[src/rtl/out_port_pkg.sv]
// Shared definitions for the out_port BCD display:
// FSM state encoding and active-low gfedcba segment codes.
package out_port_pkg;

   typedef enum logic [1:0] {
      IDLE  = 2'd0,
      SHIFT = 2'd1,
      DONE  = 2'd2
   } state_t;

   localparam logic [6:0] SEG_0     = 7'h40;
   localparam logic [6:0] SEG_1     = 7'h79;
   localparam logic [6:0] SEG_2     = 7'h24;
   localparam logic [6:0] SEG_3     = 7'h30;
   localparam logic [6:0] SEG_4     = 7'h19;
   localparam logic [6:0] SEG_5     = 7'h12;
   localparam logic [6:0] SEG_6     = 7'h02;
   localparam logic [6:0] SEG_7     = 7'h78;
   localparam logic [6:0] SEG_8     = 7'h00;
   localparam logic [6:0] SEG_9     = 7'h10;
   localparam logic [6:0] SEG_BLANK = 7'h7F;

   // 10^n, used to check the digit count covers the input range
   function automatic longint pow10(input int n);
      longint r;
      r = 1;
      for (int i = 0; i < n; i++) begin
         r = r * 10;
      end
      return r;
   endfunction

endpackage

[src/rtl/seven_seg_decoder.sv]
// One BCD digit to active-low gfedcba segments.
// Nibbles above 9 decode to a blank digit.
import out_port_pkg::*;

module seven_seg_decoder (
   input  logic [3:0] bcd,
   output logic [6:0] seg
);

   // Table lookup of the segment pattern
   always_comb begin
      seg = SEG_BLANK;
      unique case (bcd)
         4'd0:    seg = SEG_0;
         4'd1:    seg = SEG_1;
         4'd2:    seg = SEG_2;
         4'd3:    seg = SEG_3;
         4'd4:    seg = SEG_4;
         4'd5:    seg = SEG_5;
         4'd6:    seg = SEG_6;
         4'd7:    seg = SEG_7;
         4'd8:    seg = SEG_8;
         4'd9:    seg = SEG_9;
         default: seg = SEG_BLANK;
      endcase
   end

endmodule

[src/rtl/out_port_bcd_display.sv]
// Shows a CPU out_port word in decimal on active-low 7-seg digits,
// converting with iterative shift-and-add-3. Option: OUT_PORT_LEADING_ZERO_BLANK_EN.
import out_port_pkg::*;

module out_port_bcd_display #(
   parameter int DATA_W = 16,
   parameter int DIGITS = 5
) (
   input  logic                clock,
   input  logic                reset,
   input  logic [31:0]         port_data,
   output logic [4*DIGITS-1:0] bcd_out,
   output logic [7*DIGITS-1:0] seg_out,
   output logic                busy,
   output logic                valid
);

   localparam int BCD_W = 4 * DIGITS;
   localparam int SEG_W = 7 * DIGITS;
   localparam int CNT_W = $clog2(DATA_W + 1);

   generate
      if (pow10(DIGITS) - 1 < (longint'(1) << DATA_W) - 1) begin : g_range_chk
         $error("DIGITS too small for DATA_W");
      end
   endgenerate

   state_t             state;
   logic [DATA_W-1:0]  port_val;
   logic [DATA_W-1:0]  shift_reg;
   logic [DATA_W-1:0]  last_value;
   logic [BCD_W-1:0]   bcd_work;
   logic [BCD_W-1:0]   bcd_adj;
   logic [CNT_W-1:0]   count;
   logic [SEG_W-1:0]   dec_seg;
   logic [SEG_W-1:0]   seg_next;

   assign port_val = port_data[DATA_W-1:0];

   // Add 3 to every nibble that would overflow past 9 when doubled
   always_comb begin
      bcd_adj = bcd_work;
      for (int i = 0; i < DIGITS; i++) begin
         if (bcd_work[4*i +: 4] >= 4'd5) begin
            bcd_adj[4*i +: 4] = bcd_work[4*i +: 4] + 4'd3;
         end
      end
   end

   genvar g;
   generate
      for (g = 0; g < DIGITS; g++) begin : g_dec
         seven_seg_decoder u_dec (
            .bcd (bcd_work[4*g +: 4]),
            .seg (dec_seg[7*g +: 7])
         );
      end
   endgenerate

   // Segment image to latch in DONE, optionally blanking leading zeros
   always_comb begin
      seg_next = dec_seg;
`ifdef OUT_PORT_LEADING_ZERO_BLANK_EN
      begin : blank_lead
         logic lead;
         lead = 1'b1;
         for (int i = DIGITS - 1; i >= 1; i--) begin
            lead = lead & (bcd_work[4*i +: 4] == 4'd0);
            if (lead) begin
               seg_next[7*i +: 7] = SEG_BLANK;
            end
         end
      end
`endif
   end

   // Conversion FSM with registered outputs
   always_ff @(posedge clock) begin
      if (reset) begin
         state      <= IDLE;
         shift_reg  <= '0;
         last_value <= '0;
         bcd_work   <= '0;
         count      <= '0;
         bcd_out    <= '0;
         seg_out    <= '1;
         busy       <= 1'b0;
         valid      <= 1'b0;
      end else begin
         unique case (state)
            IDLE: begin
               if (!valid || port_val != last_value) begin
                  shift_reg  <= port_val;
                  last_value <= port_val;
                  bcd_work   <= '0;
                  count      <= '0;
                  busy       <= 1'b1;
                  state      <= SHIFT;
               end
            end
            SHIFT: begin
               {bcd_work, shift_reg} <= {bcd_adj[BCD_W-2:0], shift_reg, 1'b0};
               count <= count + 1'b1;
               if (count == CNT_W'(DATA_W - 1)) begin
                  state <= DONE;
               end
            end
            DONE: begin
               bcd_out <= bcd_work;
               seg_out <= seg_next;
               valid   <= 1'b1;
               busy    <= 1'b0;
               state   <= IDLE;
            end
            default: state <= IDLE;
         endcase
      end
   end

endmodule

[config.mk]
export PLATFORM = sky130hd
export DESIGN_NAME = out_port_bcd_display
export DESIGN_NICKNAME = d
export VERILOG_FILES = /design/src/rtl/out_port_pkg.sv /design/src/rtl/seven_seg_decoder.sv /design/src/rtl/out_port_bcd_display.sv
export SDC_FILE = /design/constraint.sdc
export NUM_CORES = 1
export LEC_CHECK = 0
export BUFFER_PORTS_ARGS = -buffer_cell sky130_fd_sc_hd__buf_2
export CAP_MARGIN = 20
export CELL_PAD_IN_SITES_DETAIL_PLACEMENT = 1
export CELL_PAD_IN_SITES_GLOBAL_PLACEMENT = 1
export CORE_ASPECT_RATIO = 1.4
export CORE_MARGIN = 1
export CORE_UTILIZATION = 42
export CTS_CLUSTER_SIZE = 28
export DETAILED_ROUTE_END_ITERATION = 12
export PLACE_DENSITY_LB_ADDON = 0.1
export SYNTH_ARGS = -nofsm -noshare
export SYNTH_HDL_FRONTEND = slang
export SYNTH_SLANG_ARGS = --single-unit
[constraint.sdc]
create_clock -name clock -period 2.3 [get_ports clock]
set_clock_uncertainty 0.2 [all_clocks]
set_input_delay 0.46 -clock clock [delete_from_list [all_inputs] [get_ports clock]]
set_output_delay 0.46 -clock clock [all_outputs]
set_load 0.02 [all_outputs]
==> results.md <==
- Number of synthesized flops with an enable pin: 0
- Count of final max-slew check failures: 0
- Max reg flops: 35
- Width of the die: 98.2 um
- Clock latency on the worst-skew pair: 0.41 ns
- Proportion of synthesized flip-flops having asynchronous set or reset: 0%
- Post-synthesis register bit count: 116
- Avg WL per Cell: 16.7 um
- Clock tree from TritonCTS: done
- Core area: between 0.01 and 0.015 mm2
- Initial core utilization: 43.5%
- Sinks on the clock net: between 100 and 150
- Final hold violation count: 0
- Data arrival, critical path: 2.27 ns
- Worst hold-check path type: in -> reg
- Flop-to-flop setup slack: about 0.15 ns
- Synthesized netlist cell count: 650
- Clk root buf: clkbuf_16
- Overflow after GRT: 0
- Net count of the mapped netlist: 711
- Wire length of the first global-routing pass: 25300 um
- Sequential area share after synthesis: 42.7%
- Layout overhead on the synthesized area: 24.7%
- Cells resized by post-CTS repair: 0
- Via count of the first global-routing pass: roughly 5200
- Max VDD drop: 472 uV
- Final cycle utilization of the critical path: 93.4%
- Cell area after placement: 0.00623 mm2
- Total Nets Final: 807
- Run status: finished, violations left
- Count of buffers added by post-CTS timing repair for setup: 0
- DIE HEIGHT: 137 um
- Number of instances on the worst hold path: 3
- CP endpoint kind: flip-flop
- Critical Path Start Type: flip-flop
- Hold EP: last_value[1]$_SDFFE_PP0P_
- Final WL: 15100 um
- Hold Buf Count CTS: 0
- Peak Freq: between 400 and 500 MHz
- Required time reported for the critical path endpoint: between 2 and 2.5 ns
- Clock-pin slew reported for the worst setup and hold paths after clock tree synthesis: 0.05 ns
- Min-delay src: port_data[1]
- Die ar.: 0.0134 mm2
- Half-perimeter wire length after detailed placement: 10400 um
- Registers with the most flip-flops: seg_out x35, bcd_out x20, bcd_work x20
- Global routing usage summed across all routing layers: between 20% and 30%
- Tmin final: 2.15 ns
- R2R Path End: bcd_work[3]$_SDFFE_PP0P_
- Worst Max-Slew Pin Slew: roughly 0.52 ns
- Netlist cell types: 46
- Synthesized cell area: between 0.005 and 0.006 mm2
- Smallest setup slack after layout: about 0.15 ns
- First-pass DRT Iterations: 10
- Total Neg Setup Slack: 0 ns
- Flip-flop cell with the highest count after synthesis: dfxtp_1
- RSZ-0062 raised after global routing: no
- Most instantiated cells after synthesis: 128 x nand2_1, 116 x dfxtp_1, 57 x nor2_1
- Leakage: between 2 and 3 nW
- Core Rows: 48
- Post-synth top area cell: dfxtp_1
- Largest net degree at the start of global routing: 49
- Max_slew headroom: 65.0%
- Diode count: 0
- Area contributors post-synth: dfxtp_1 43%, nand2_1 8.8%, ha_1 6.2%
- Setup-failing EPs final: 0
- Top fanout value on the critical path: 6
- Maximum root-to-sink buffer count: 2
- Count of buffers from port buffering: 74
- Number of antenna violations at the first check in global routing: 0
- Total power per unit cell area: 719 mW/mm2
- Count of vias placed by the detailed router: 4989
- RD Place Congestion: about 0.80
- Beginning of the worst register-to-register path: bcd_work[0]$_SDFFE_PP0P_
- Reg with most FFs: seg_out
- Area fraction of the dominant cell type after synthesis: 42.7%
- Detail Route Antenna Nets: 0
- R2r worst-path depth: 6
- Number of warnings printed during yosys synthesis: 0
- Setup CP Type: reg -> reg
- Fraction of layout cells with a size suffix above 1: 22.2%
- Number of levels the H-tree was split into: 4
- Number of DRC markers after the initial detailed-route iteration: 134
- I/O pin count: 91
- Violated checks: design-rule violations
- Placement-stage worst setup slack: -0.0195 ns
- Count of unresolved DRC violations after routing: 4
- Vias per std cell: 5.51
- Most repeated cell in the gate-level netlist after synthesis: nand2_1
- Syn Area/Cell: approximately 8.4 um2
- Final Cell Area: 0.00678 mm2
- Count of max-cap constraint violations: 0
- Total clock buffers created by CTS: 17
[per-layer routing]
metal	global-route usage [%]	part of all wire, %	wire, um	vias up
li1	-	-	-	2469
met2	45.7	54	8110	73
met1	25.9	42	6400	2429
met5	0	0	0	-
met3	5.06	2.7	412	18
met4	7.71	1.1	172	0
[logic make-up after synthesis]
kind of cell | synth area share [%]
muxes | 3.75
and+or+nand+nor | 18.2
DFF | 42.7
AOI/OAI and AO/OA | 20.6
adders and majority gates | 6.21
xor gates and xnor gates | 3.06
buffers and inverters | 5.48
[per-stage QoR]
step / instances / power (mW) / util [%] / hold slack, ns
floorplan: 650 / 2.33 / - / 0.229
detailed placement: 877 / 2.46 / 49.9 / 0.247
finish: 906 / 4.88 / 54.3 / 0.132
global route: 906 / 5.05 / 54.3 / 0.122
CTS: 906 / 4.94 / 54.3 / 0.125
global placement: 877 / 2.45 / 49.9 / 0.240
[worst max-delay path, cell delays in order (launching register included)]
cell and delay [ns]:
dfxtp_1 0.43, inv_1 0.17, ha_1 0.29, ha_1 0.29
o21ai_0 0.14, or2_2 0.32, a221oi_2 0.21
[power breakdown]
group | switching, mW | internal [mW]
Sequential | 0.0321 | 2.06
Combinational | 0.191 | 0.137
Clock | 0.855 | 1.60
Total | 1.08 | 3.80
[cell type report]
class                      count  area (um2)
clock buffer                  24         502
clock inverter                 5        50.0
fill                        1522        5710
inverter                      28         105
multi-input combinational    460        2840
sequential                   116        2320
tap                          150         188
timing repair buffer         123         776
[worst max path at each step]
| stage | startpoint | endpoint | slack [ns] | cells past startpoint |
|---|---|---|---|---|
| finish | bcd_work[0]$_SDFFE_PP0P_ | bcd_work[3]$_SDFFE_PP0P_ | 0.15 | 6 |
| global route | bcd_work[0]$_SDFFE_PP0P_ | bcd_work[3]$_SDFFE_PP0P_ | 0.01 | 7 |
| CTS | bcd_work[0]$_SDFFE_PP0P_ | bcd_work[3]$_SDFFE_PP0P_ | 0.13 | 7 |
| detailed placement | port_data[13] | last_value[13]$_SDFFE_PP0P_ | -0.02 | 9 |
| global placement | port_data[2] | last_value[15]$_SDFFE_PP0P_ | 0.05 | 9 |
| floorplan | bcd_work[1]$_SDFFE_PP0P_ | bcd_work[3]$_SDFFE_PP0P_ | 0.30 | 7 |
[layout by cell type, fill, tap and decap left out, drive strengths merged, types with 24 or more instances in the layout]
| cell type | Yosys | final |
|---|---|---|
| buf | 9 | 123 |
| a21oi | 48 | 48 |
| clkbuf | 37 | 24 |
| o21ai | 30 | 30 |
| inv | 28 | 27 |
| nand2 | 128 | 128 |
| ha | 27 | 27 |
| dfxtp | 116 | 116 |
| nor2 | 57 | 57 |
No activity file was read; power rests on OpenSTA's default activity.
